===== src/rtl/cfa_log_pkg.sv =====
// Shared definitions for the CFLog writer: FSM state encoding,
// entry geometry and the default log capacity.
package cfa_log_pkg;

    // Writer FSM states.
    typedef enum logic [1:0] {
        CFLOG_IDLE    = 2'd0,
        CFLOG_WR_SRC  = 2'd1,
        CFLOG_WR_DEST = 2'd2,
        CFLOG_FLUSH   = 2'd3
    } cflog_state_t;

    // Each log entry occupies one source word and one destination word.
    localparam int CFLOG_WORDS_PER_ENTRY = 32'd2;

    // Default log capacity in entries.
    localparam int CFLOG_LOG_ENTRIES = 32'd256;

endpackage


===== src/rtl/cflog_writer.sv =====
// CFLog writer: turns each (cflow_src, cflow_dest) record into two 16-bit
// memory writes, collapses runs of loop-counter records into one entry and
// requests a flush from the attestation side once the log is full.
module cflog_writer
    import cfa_log_pkg::*;
#(
    parameter int LOG_ENTRIES = CFLOG_LOG_ENTRIES,
    parameter int ADDR_W      = $clog2(CFLOG_WORDS_PER_ENTRY * LOG_ENTRIES),
    parameter int PTR_W       = $clog2(LOG_ENTRIES) + 1
) (
    input  logic              clk,
    input  logic              reset,
    input  logic              log_valid,
    output logic              log_ready,
    input  logic              loop_detect,
    input  logic [15:0]       cflow_src,
    input  logic [15:0]       cflow_dest,
    output logic              log_we,
    output logic [ADDR_W-1:0] log_addr,
    output logic [15:0]       log_wdata,
    output logic [PTR_W-1:0]  log_ptr,
    output logic              flush_req,
    input  logic              flush_ack
);

    // Entry index width: one bit less than the word address.
    localparam int IDX_W = ADDR_W - 1;
    localparam logic [PTR_W-1:0] PTR_FULL = PTR_W'(LOG_ENTRIES);
    localparam logic [PTR_W-1:0] PTR_ONE  = PTR_W'(1);
    localparam logic [IDX_W-1:0] IDX_ONE  = IDX_W'(1);

    // FSM state
    cflog_state_t state_r;
    cflog_state_t state_nxt_s;

    // Record latched at acceptance
    logic [15:0]      dest_r;
    logic             loop_r;
    logic             append_r;
    logic [IDX_W-1:0] idx_r;

    // Log bookkeeping
    logic             last_loop_r;
    logic [PTR_W-1:0] ptr_r;

    // Registered outputs and their next values
    logic              we_r;
    logic [ADDR_W-1:0] addr_r;
    logic [15:0]       wdata_r;
    logic              ready_r;
    logic              flush_req_r;
    logic              we_nxt_s;
    logic [ADDR_W-1:0] addr_nxt_s;
    logic [15:0]       wdata_nxt_s;
    logic              ready_nxt_s;
    logic              flush_req_nxt_s;

    // Entry selection and pointer arithmetic
    logic             accept_s;
    logic             overwrite_s;
    logic [IDX_W-1:0] idx_base_s;
    logic [IDX_W-1:0] idx_s;
    logic [PTR_W-1:0] ptr_new_s;
    logic             full_s;
    logic             ack_s;

    // Decide whether the incoming record appends or overwrites the last entry.
    always_comb begin
        accept_s    = (state_r == CFLOG_IDLE) && log_valid;
        overwrite_s = loop_detect && last_loop_r && (ptr_r != {PTR_W{1'b0}});
        // ptr_r < LOG_ENTRIES whenever a record is accepted, so the low bits
        // are the full entry index.
        idx_base_s  = ptr_r[IDX_W-1:0];
        if (overwrite_s) begin
            idx_s = idx_base_s - IDX_ONE;
        end else begin
            idx_s = idx_base_s;
        end
    end

    // Pointer value after the dest write and the resulting full condition.
    always_comb begin
        if (append_r) begin
            ptr_new_s = ptr_r + PTR_ONE;
        end else begin
            ptr_new_s = ptr_r;
        end
        full_s = (ptr_new_s == PTR_FULL);
        ack_s  = (state_r == CFLOG_FLUSH) && flush_ack;
    end

    // FSM state register.
    always_ff @(posedge clk or posedge reset) begin
        if (reset) begin
            state_r <= CFLOG_IDLE;
        end else begin
            state_r <= state_nxt_s;
        end
    end

    // FSM next-state logic.
    always_comb begin
        state_nxt_s = state_r;
        case (state_r)
            CFLOG_IDLE: begin
                if (log_valid) begin
                    state_nxt_s = CFLOG_WR_SRC;
                end else begin
                    state_nxt_s = CFLOG_IDLE;
                end
            end
            CFLOG_WR_SRC: begin
                state_nxt_s = CFLOG_WR_DEST;
            end
            CFLOG_WR_DEST: begin
                if (full_s) begin
                    state_nxt_s = CFLOG_FLUSH;
                end else begin
                    state_nxt_s = CFLOG_IDLE;
                end
            end
            CFLOG_FLUSH: begin
                if (flush_ack) begin
                    state_nxt_s = CFLOG_IDLE;
                end else begin
                    state_nxt_s = CFLOG_FLUSH;
                end
            end
            default: begin
                state_nxt_s = CFLOG_IDLE;
            end
        endcase
    end

    // FSM output logic: next values for the registered memory-port outputs.
    always_comb begin
        we_nxt_s    = 1'b0;
        addr_nxt_s  = addr_r;
        wdata_nxt_s = wdata_r;
        case (state_r)
            CFLOG_IDLE: begin
                if (log_valid) begin
                    we_nxt_s    = 1'b1;
                    addr_nxt_s  = {idx_s, 1'b0};
                    wdata_nxt_s = cflow_src;
                end else begin
                    we_nxt_s    = 1'b0;
                end
            end
            CFLOG_WR_SRC: begin
                we_nxt_s    = 1'b1;
                addr_nxt_s  = {idx_r, 1'b1};
                wdata_nxt_s = dest_r;
            end
            CFLOG_WR_DEST: begin
                we_nxt_s = 1'b0;
            end
            CFLOG_FLUSH: begin
                we_nxt_s = 1'b0;
            end
            default: begin
                we_nxt_s = 1'b0;
            end
        endcase
        ready_nxt_s     = (state_nxt_s == CFLOG_IDLE);
        flush_req_nxt_s = (state_nxt_s == CFLOG_FLUSH);
    end

    // Output registers, aligned with the state they describe.
    always_ff @(posedge clk or posedge reset) begin
        if (reset) begin
            we_r        <= 1'b0;
            addr_r      <= {ADDR_W{1'b0}};
            wdata_r     <= 16'h0000;
            ready_r     <= 1'b1;
            flush_req_r <= 1'b0;
        end else begin
            we_r        <= we_nxt_s;
            addr_r      <= addr_nxt_s;
            wdata_r     <= wdata_nxt_s;
            ready_r     <= ready_nxt_s;
            flush_req_r <= flush_req_nxt_s;
        end
    end

    // Capture the record and its target entry when it is accepted.
    always_ff @(posedge clk or posedge reset) begin
        if (reset) begin
            dest_r   <= 16'h0000;
            loop_r   <= 1'b0;
            append_r <= 1'b0;
            idx_r    <= {IDX_W{1'b0}};
        end else if (accept_s) begin
            dest_r   <= cflow_dest;
            loop_r   <= loop_detect;
            append_r <= ~overwrite_s;
            idx_r    <= idx_s;
        end else begin
            dest_r   <= dest_r;
            loop_r   <= loop_r;
            append_r <= append_r;
            idx_r    <= idx_r;
        end
    end

    // Commit the entry count and loop history only once the dest word is
    // written, so an aborted write never counts; a flush ack empties the log.
    always_ff @(posedge clk or posedge reset) begin
        if (reset) begin
            ptr_r       <= {PTR_W{1'b0}};
            last_loop_r <= 1'b0;
        end else if (state_r == CFLOG_WR_DEST) begin
            ptr_r       <= ptr_new_s;
            last_loop_r <= loop_r;
        end else if (ack_s) begin
            ptr_r       <= {PTR_W{1'b0}};
            last_loop_r <= 1'b0;
        end else begin
            ptr_r       <= ptr_r;
            last_loop_r <= last_loop_r;
        end
    end

    assign log_we    = we_r;
    assign log_addr  = addr_r;
    assign log_wdata = wdata_r;
    assign log_ready = ready_r;
    assign flush_req = flush_req_r;
    assign log_ptr   = ptr_r;

endmodule

===== config.mk =====
export PLATFORM = sky130hd
export DESIGN_NAME = cflog_writer
export DESIGN_NICKNAME = d
export VERILOG_FILES = /design/src/rtl/cfa_log_pkg.sv /design/src/rtl/cflog_writer.sv
export SDC_FILE = /design/constraint.sdc
export NUM_CORES = 1
export LEC_CHECK = 0
export ABC_AREA = 1
export BUFFER_PORTS_ARGS = -buffer_cell sky130_fd_sc_hd__buf_2
export CORE_MARGIN = 2
export CORE_UTILIZATION = 45
export DETAILED_ROUTE_END_ITERATION = 10
export HOLD_SLACK_MARGIN = 0.15
export PLACE_DENSITY = 0.71
export SYNTH_ARGS = -nofsm -noshare
export SYNTH_HDL_FRONTEND = slang
export SYNTH_SLANG_ARGS = --single-unit

===== constraint.sdc =====
create_clock -name clk -period 2.45 [get_ports clk]
set_input_delay 0.735 -clock clk [delete_from_list [all_inputs] [get_ports clk]]
set_output_delay 0.735 -clock clk [all_outputs]
set_load 0.005 [all_outputs]

==> flow_summary.yaml, run 1 <==
status:
  status: "finished clean"
setup_path:
  cpLargestDelayFamily: "flip-flops"
  critical_path_depth: 1
  cp_cell_sequence: "buf_2"
  timing.rr.end: "log_ready"
  cp_max_fo: 8
  slowest_stage: "dfrtp_1"
  arrival_ns: 1.05
  reg2reg_from: "log_ptr[0]"
  cp_num_buf_inv: 1
  critPathLaunch: "log_ptr[4]"
  worst_r2r_path_depth: 12
  worstSetupPathType: "reg2out"
  slowest_delay_ns: 0.53
  critPathLaunchType: "flop"
  cp-end-kind: "primary output"
  worst_ep_required_time_ns: 1.71
  r2r_slack_ns: 0.70
  critPathCapture: "log_ptr[4]"
place:
  routabilityCongestion: 0.885
  placed_area_sq_um: 3500
  dpl.hpwl_um: 4670
  place_ws_ns: 0.691
  dp.cells: 520
  portBuffers: 73
routing:
  dr.pass1.iters: 4
  routed-via-count: 2692
  wl_per_cell_um: 13.0
  drtIter0Drc: 177
  finalWirelength_um: 6960
  ant_nets: 0
  vias_per_cell: 5.02
  remaining_drc_errors: 0
timing:
  worst_pin_slew_ns: 0.578
  max_freq_mhz: 560
  final.setup.worst_slack_ns: 0.665
  period_minus_slack_ns: 1.79
  setup_viol: 0
  grt_setup_unrepaired: "false"
  timing.final.crit_share_pct: 72.9
  fin_setup_tns_ns: 0
  relSlewSlack_pct: 61.4
  holdWs_ns: 0.408
  hold_viol_final: 0
  skew_ns: 0.0107
  finalMaxSlewViolations: 0
floorplan:
  die-height_um: 86.6
  dieWidth_um: 86.6
  rows: 30
  dieArea_sq_um: 7510
  initial_core_util_pct: 46.0
  io_pins: 74
  fp.coreArea_sq_um: 6680
cts:
  cts_root_buf: "clkbuf_8"
  cts_buffers: 9
  clock_path_buffers: 2
  cts_resized: 0
  postCtsSetupRepairBufs: 0
  hold_buffers: 0
  cts_tree: "done"
  htree_levels: 3
  cts_sinks: 66
  worstSkewPairLatency_ns: 0.35
  cts.clk_slew.worst_paths_ns: 0.08
synthesis:
  ys_warn_count: 0
  yosysUniqueCellTypes: 27
  synthesis.nets: 416
  synthCells: 377
  syn_area_per_cell_sq_um: 8.15
  synth-seq-cells: 66
  syn_area_sq_um: 3070
  ys_seq_area_share_pct: 53.8
power:
  seq_power_share_pct: 39.4
  max-vdd-ir-drop_v: 0.000617
  power_mw: 4.83
  power_frac_clock_pct: 21.5
  cellPowerDensity_nw_per_um2: 1300
  power_frac_comb_pct: 39.1
  switching_share_pct: 39.8
  p_int_mw: 2.90
  power_leakage_nw: 2.07
  p_sw_mw: 1.92
grt:
  grt_antenna_before_repair: 0
  grt_pass1_vias: 2444
  gr-usage-all-layers_pct: 19.5
  grt_pass1_wl_um: 11400
  gr-total-overflow: 0
  grt_max_degree: 45
run:
  maxCapViolCount: 0
hold_path:
  hold_class: "in2async"
finish:
  drive_above_1_share_pct: 24.8
  num-fill-cells: 622
  final_cell_area_sq_um: 3720
  final_util_pct: 55.7
  final_cells: 536
  nNetsFinal: 490
  mostFrequentLayoutCells: "nand2_1, buf_2, dfrtp_1, nand3_1, inv_1"
  mostFrequentLayoutCell: "nand2_1"
  syn_to_final_growth_pct: 21.2
  antennaDiodeCount: 0
routing by layer:
metal / wire (um) / track usage [%] / vias up
met4: 70 / 8.66 / 0
met2: 3300 / 29.6 / 68
met1: 3300 / 27.4 / 1278
met5: 0 / 0 / -
met3: 283 / 3.62 / 4
li1: - / - / 1342
final cells by class:
type	count	area [sq um]	area share, %
multi-input combinational	273	1250	33.5
clock buffer	10	138	3.69
inverter	24	90.1	2.42
sequential	66	1650	44.4
clock inverter	6	90.1	2.42
timing repair buffer	77	408	11.0
tap	80	100	2.69
power groups by stage:
stage                     combinational, mW  clock (mW)  sequential, mW
final                                  1.89        1.04            1.90
after CTS                              1.91        1.05            1.90
after detailed placement               1.90           0            1.91
after floorplan                        1.34           0            1.87
after global routing                   2.17        1.11            1.96
after global placement                 1.84           0            1.91
sequential cells by signal, indices dropped and copies added, names as in the netlist:
name         count
log_ptr          9
last_loop_r      1
idx_r            8
log_wdata       16
log_addr         9
state_r          2
flush_req        1
log_ready        1
log_we           1
loop_r           1
dest_r          16
append_r         1
synthesized netlist by cell type (all sizes together):
library cell,instances,share of area [%]
a22oi,7,1.7
xor2,4,1.1
dfrtp,65,53
dfstp,1,0.86
inv,24,2.9
nand2,181,23
nand3,35,5.9
clkbuf,3,0.37
o22ai,5,1.0
o21ai,13,2.2
a21oi,4,0.77
nor2,19,3.3
buf,11,2.4
ha,2,0.81
nand4,3,1.1
worst min-delay path by stage:
stage / start / end / cells after the start
2_1_floorplan: dest_r[0] / dest_r[0] / 2
3_3_place_gp: log_addr[0] / log_addr[0] / 2
3_5_place_dp: log_addr[0] / log_addr[0] / 2
4_1_cts: reset / log_wdata[6] / 2
5_1_grt: reset / log_we / 2
6_report: reset / log_wdata[6] / 2
logic make-up after synthesis:
logic type	Yosys count	synth area share [%]
and+or+nand+nor	238	32.9
AOI/OAI and AO/OA	29	5.74
adders and majority gates	2	0.814
buffers and inverters	38	5.66
xor gates and xnor gates	4	1.14
DFF	66	53.8
Power figures use the tool's default switching activity.
==> inputs of run 2 (changes only) <==
- ABC_AREA: 1 -> 0
- clock period: 2.45 -> 1.5 ns (I/O delays scaled with it)
==> flow_summary.yaml, run 2 <==
synthesis:
  synthTopCellsByCount: "nand2_1, dfrtp_1, a22oi_1"
  synth.top_cell.area_share_pct: 53.0
  synthesis.nets: 371
  ys_warn_count: 0
  syn_area_per_cell_sq_um: 9.24
  yosysMostFrequentCell: "nand2_1"
  synth-seq-cells: 66
  synthCells: 332
  yosysUniqueCellTypes: 45
  synth_edf_count: 0
  synthArstFlopShare_pct: 100
  syn_area_sq_um: 3070
  ys.flop_type: "dfrtp_1"
  synth_top_area_cell: "dfrtp_1"
  ys_seq_area_share_pct: 53.9
  synth_area_leaders: "dfrtp_1, nand2_1, a22oi_1, o21ai_0, xnor2_1"
cts:
  worstSkewPairLatency_ns: 0.35
  cts_sinks: 66
  cts_tree: "done"
  cts_buffers: 9
  cts.clk_slew.worst_paths_ns: 0.08
  htree_levels: 3
  cts_root_buf: "clkbuf_8"
  clock_path_buffers: 2
  hold_buffers: 0
finish:
  final_util_pct: 67.8
  nNetsFinal: 499
  drive_above_1_share_pct: 42.8
  mostFrequentLayoutCell: "nand2_1"
  syn_to_final_growth_pct: 47.5
  antennaDiodeCount: 0
  final_cells: 545
  mostFrequentLayoutCells: "nand2_1, buf_2, dfrtp_1, buf_4, buf_6"
setup_path:
  critPathLaunch: "log_ptr[1]"
  critPathCapture: "log_ready"
  worst_r2r_path_depth: 7
  r2r_slack_ns: -0.27
  reg2reg_from: "log_ptr[1]"
  timing.rr.end: "log_ready"
  arrival_ns: 2.04
  cp_max_fo: 4
  worst_ep_required_time_ns: 1.78
  cp-end-kind: "flop"
  worstSetupPathType: "reg2reg"
  critPathLaunchType: "flop"
timing:
  skew_ns: 0.00963
  hold_viol_final: 0
  max_freq_mhz: 565
  relSlewSlack_pct: 74.2
  timing.final.crit_share_pct: 118
  period_minus_slack_ns: 1.77
  setup_viol: 29
  holdWs_ns: 0.174
  final.setup.worst_slack_ns: -0.269
  grt_setup_unrepaired: "true"
  worst_pin_slew_ns: 0.387
  finalMaxSlewViolations: 0
floorplan:
  initial_core_util_pct: 45.9
  io_pins: 74
  dieArea_sq_um: 7500
  rows: 30
  die-height_um: 86.6
  fp.coreArea_sq_um: 6680
  dieWidth_um: 86.6
place:
  dpl.hpwl_um: 5360
  dp.cells: 511
  place_ws_ns: -0.206
  portBuffers: 73
  routabilityCongestion: 0.833
routing:
  dr.pass1.iters: 5
  vias_per_cell: 5.28
  wl_per_cell_um: 15.1
  routed-via-count: 2875
  drtIter0Drc: 129
  ant_nets: 0
  finalWirelength_um: 8240
  remaining_drc_errors: 0
grt:
  gr-usage-all-layers_pct: 22.3
  grt_pass1_vias: 2726
  grt_max_degree: 67
  grt_antenna_before_repair: 0
  grt_pass1_wl_um: 13100
  gr-total-overflow: 0
power:
  seq_power_share_pct: 33.6
  cellPowerDensity_nw_per_um2: 2100
  p_sw_mw: 3.44
  max-vdd-ir-drop_v: 0.00119
  power_leakage_nw: 2.27
  power_frac_clock_pct: 19.6
  switching_share_pct: 36.2
  p_int_mw: 6.07
  power_frac_comb_pct: 46.7
status:
  status: "finished, violations left"
  violations: "setup timing"
hold_path:
  hold_class: "in2async"
run:
  maxCapViolCount: 0
-- run 2: routing by layer --
| metal | vias to the layer above | wire [um] | global-route usage (%) |
|---|---|---|---|
| met2 | 68 | 4170 | 35.8 |
| met3 | 12 | 287 | 5.14 |
| met5 | - | 0 | 0 |
| met1 | 1406 | 3680 | 29.8 |
| met4 | 0 | 99 | 7.53 |
| li1 | 1389 | - | - |
-- run 2: area by class of cell --
type                       instances  area, sq um
timing repair buffer             141         1040
fill                             517         2150
clock inverter                     7          126
multi-input combinational        236         1450
sequential                        66         1660
tap                               80          100
inverter                           6         28.8
clock buffer                       9          124
-- run 2: worst min-delay path by stage --
stage,from,to,slack (ns),cells after the start
after floorplan,dest_r[0],dest_r[0],0.45,2
after global placement,log_wdata[7],log_wdata[7],0.45,2
after detailed placement,log_wdata[5],log_wdata[5],0.46,2
after CTS,reset,log_wdata[7],0.19,3
after global routing,reset,log_addr[1],0.21,3
final,reset,log_addr[1],0.17,3
-- run 2: kinds of logic after synthesis --
| kind of cell | count (synthesis) | synth area share (%) |
|---|---|---|
| xor gates and xnor gates | 8 | 2.28 |
| muxes | 3 | 1.06 |
| buffers and inverters | 30 | 4.04 |
| AOI/OAI and AO/OA | 66 | 15.3 |
| and+or+nand+nor | 157 | 22.7 |
| adders and majority gates | 2 | 0.815 |
| DFF | 66 | 53.9 |
-- run 2: power by group through the flow --
stage	Combinational, mW	Sequential (mW)	Clock (mW)
6_report	4.44	3.20	1.87
5_1_grt	4.88	3.30	1.98
4_1_cts	4.15	3.18	1.89
3_5_place_dp	3.70	3.19	0
3_3_place_gp	3.59	3.13	0
2_1_floorplan	2.13	3.11	0
-- run 2: through the flow --
stage / instance area (sq um) / power [mW] / TNS (ns)
floorplan: 3140 / 5.24 / -1.31
global placement: 3920 / 6.72 / -1.73
detailed placement: 3920 / 6.88 / -2.41
CTS: 4360 / 9.21 / -2.36
global route: 4530 / 10.2 / -5.89
finish: 4530 / 9.50 / -3.41
-- run 2: critical path, cell delays in order (launching register included) --
cell and delay, ns:
dfrtp_1 0.43, buf_4 0.15, buf_4 0.14, and4_4 0.18, a311o_1 0.33, o21ai_0 0.10, nand4_2 0.17, and3_1 0.20
-- run 2: timing repair --
action                     in CTS  in global routing
pin swaps                       3                 16
buffers inserted                8                 14
gates resized for setup        30                 30
setup endpoints to repair      28                 51
==> inputs of run 3 (changes only) <==
- CTS_CLUSTER_DIAMETER: default -> 100
- SETUP_SLACK_MARGIN: default -> 0.02
==> flow_summary.yaml, run 3 (synthesis results as in run 2) <==
setup_path:
  cp_cell_sequence: "ha_2 > buf_4 > nor3_1 > a31oi_1 > o31ai_1 > nand4_2 > and3_1"
  critPathCapture: "log_ready"
  worstSetupPathType: "reg2reg"
  reg2reg_from: "log_ptr[1]"
  worst_r2r_path_depth: 7
  cp_max_fo: 4
  worst_ep_required_time_ns: 1.78
  r2r_slack_ns: -0.19
  timing.rr.end: "log_ready"
  slowest_delay_ns: 0.41
  arrival_ns: 1.97
  critPathLaunch: "log_ptr[1]"
  cp-end-kind: "flop"
  slowest_stage: "dfrtp_1"
  critPathLaunchType: "flop"
grt:
  grt_pass1_wl_um: 13000
  gr-usage-all-layers_pct: 22.7
  grt_pass1_vias: 2696
  gr-total-overflow: 0
  grt_max_degree: 33
  grt_antenna_before_repair: 0
floorplan:
  initial_core_util_pct: 45.9
  die-height_um: 86.6
  rows: 30
  io_pins: 74
  dieArea_sq_um: 7500
  fp.coreArea_sq_um: 6680
  dieWidth_um: 86.6
timing:
  final.setup.worst_slack_ns: -0.192
  relSlewSlack_pct: 73.4
  timing.final.crit_share_pct: 113
  finalMaxSlewViolations: 0
  setup_viol: 27
  grt_setup_unrepaired: "true"
  fin_setup_tns_ns: -2.01
  hold_viol_final: 0
  worst_pin_slew_ns: 0.398
  max_freq_mhz: 591
  period_minus_slack_ns: 1.69
  holdWs_ns: 0.284
  skew_ns: 0.00889
finish:
  nNetsFinal: 491
  mostFrequentLayoutCell: "nand2_1"
  syn_to_final_growth_pct: 45.8
  antennaDiodeCount: 0
  drive_above_1_share_pct: 41.8
  mostFrequentLayoutCells: "nand2_1, buf_2, dfrtp_1, buf_4, buf_6"
power:
  seq_power_share_pct: 34.5
  p_int_mw: 5.76
  p_sw_mw: 3.36
  switching_share_pct: 36.8
  power_frac_clock_pct: 18.8
  cellPowerDensity_nw_per_um2: 2040
  max-vdd-ir-drop_v: 0.000903
  power_leakage_nw: 2.23
  power_frac_comb_pct: 46.7
  power_mw: 9.13
place:
  portBuffers: 73
  routabilityCongestion: 0.890
  dpl.hpwl_um: 5460
  place_ws_ns: -0.208
routing:
  drtIter0Drc: 142
  ant_nets: 0
  wl_per_cell_um: 15.0
  finalWirelength_um: 8070
  dr.pass1.iters: 5
  remaining_drc_errors: 0
  vias_per_cell: 5.26
  routed-via-count: 2825
cts:
  cts.clk_slew.worst_paths_ns: 0.08
  cts_buffers: 9
  cts_root_buf: "clkbuf_8"
  cts_sinks: 66
  htree_levels: 3
  clock_path_buffers: 2
  cts_tree: "done"
  worstSkewPairLatency_ns: 0.35
hold_path:
  hold_class: "in2reg"
  min_from: "cflow_dest[13]"
status:
  violations: "setup timing"
  status: "finished, violations left"
run:
  maxCapViolCount: 0
run 3: worst min-delay path by stage:
stage | end | slack [ns] | cells past startpoint
after global placement | log_wdata[10] | 0.45 | 2
after global routing | dest_r[13] | 0.27 | 3
after detailed placement | log_wdata[2] | 0.46 | 2
after CTS | dest_r[13] | 0.27 | 3
final | dest_r[13] | 0.28 | 3
after floorplan | dest_r[0] | 0.45 | 2
run 3: area by class of cell:
class	count	area, sq um
fillers	522	2210
flip-flops and latches	66	1660
inverters	6	28.8
clock buffers	10	138
repair buffers	133	991
clock inverters	6	88.8
multi-input cells	236	1470
well taps	80	100
run 3: stage by stage:
step | utilization (%) | instances | area (sq um)
2_1_floorplan | - | 332 | 3140
3_3_place_gp | 58.0 | 506 | 3880
3_5_place_dp | 58.0 | 506 | 3880
4_1_cts | 65.4 | 534 | 4370
5_1_grt | 67.0 | 537 | 4480
6_report | 67.0 | 537 | 4480
run 3: power by group through the flow:
stage	Sequential, mW	Combinational (mW)	Clock (mW)
after CTS	3.14	4.04	1.74
after global routing	3.26	4.73	1.80
final	3.15	4.26	1.71
after floorplan	3.11	2.13	0
after global placement	3.12	3.53	0
after detailed placement	3.16	3.60	0
run 3: worst max-delay path: cells and delay by family, from the launching register on:
| family | cells | cell delay (ns) |
|---|---|---|
| simple gates | 3 | 0.50 |
| flops | 1 | 0.41 |
| compound gates | 2 | 0.35 |
| fa+ha+maj | 1 | 0.21 |
| buf+inv | 1 | 0.14 |
run 3: what timing repair did:
| action | CTS | global route |
|---|---|---|
| endpoints found under the hold margin | 11 | 0 |
| hold buffers | 1 | 0 |
| buffers inserted | 11 | 4 |
| pin swaps | 14 | 9 |
| gates resized for setup | 39 | 20 |
| setup endpoints to repair | 33 | 35 |
run 3: metal layers:
layer	global-route usage [%]	wire, um
met5	0	0
met4	11.1	201
met3	5.14	338
met2	33.8	3970
met1	31.4	3560
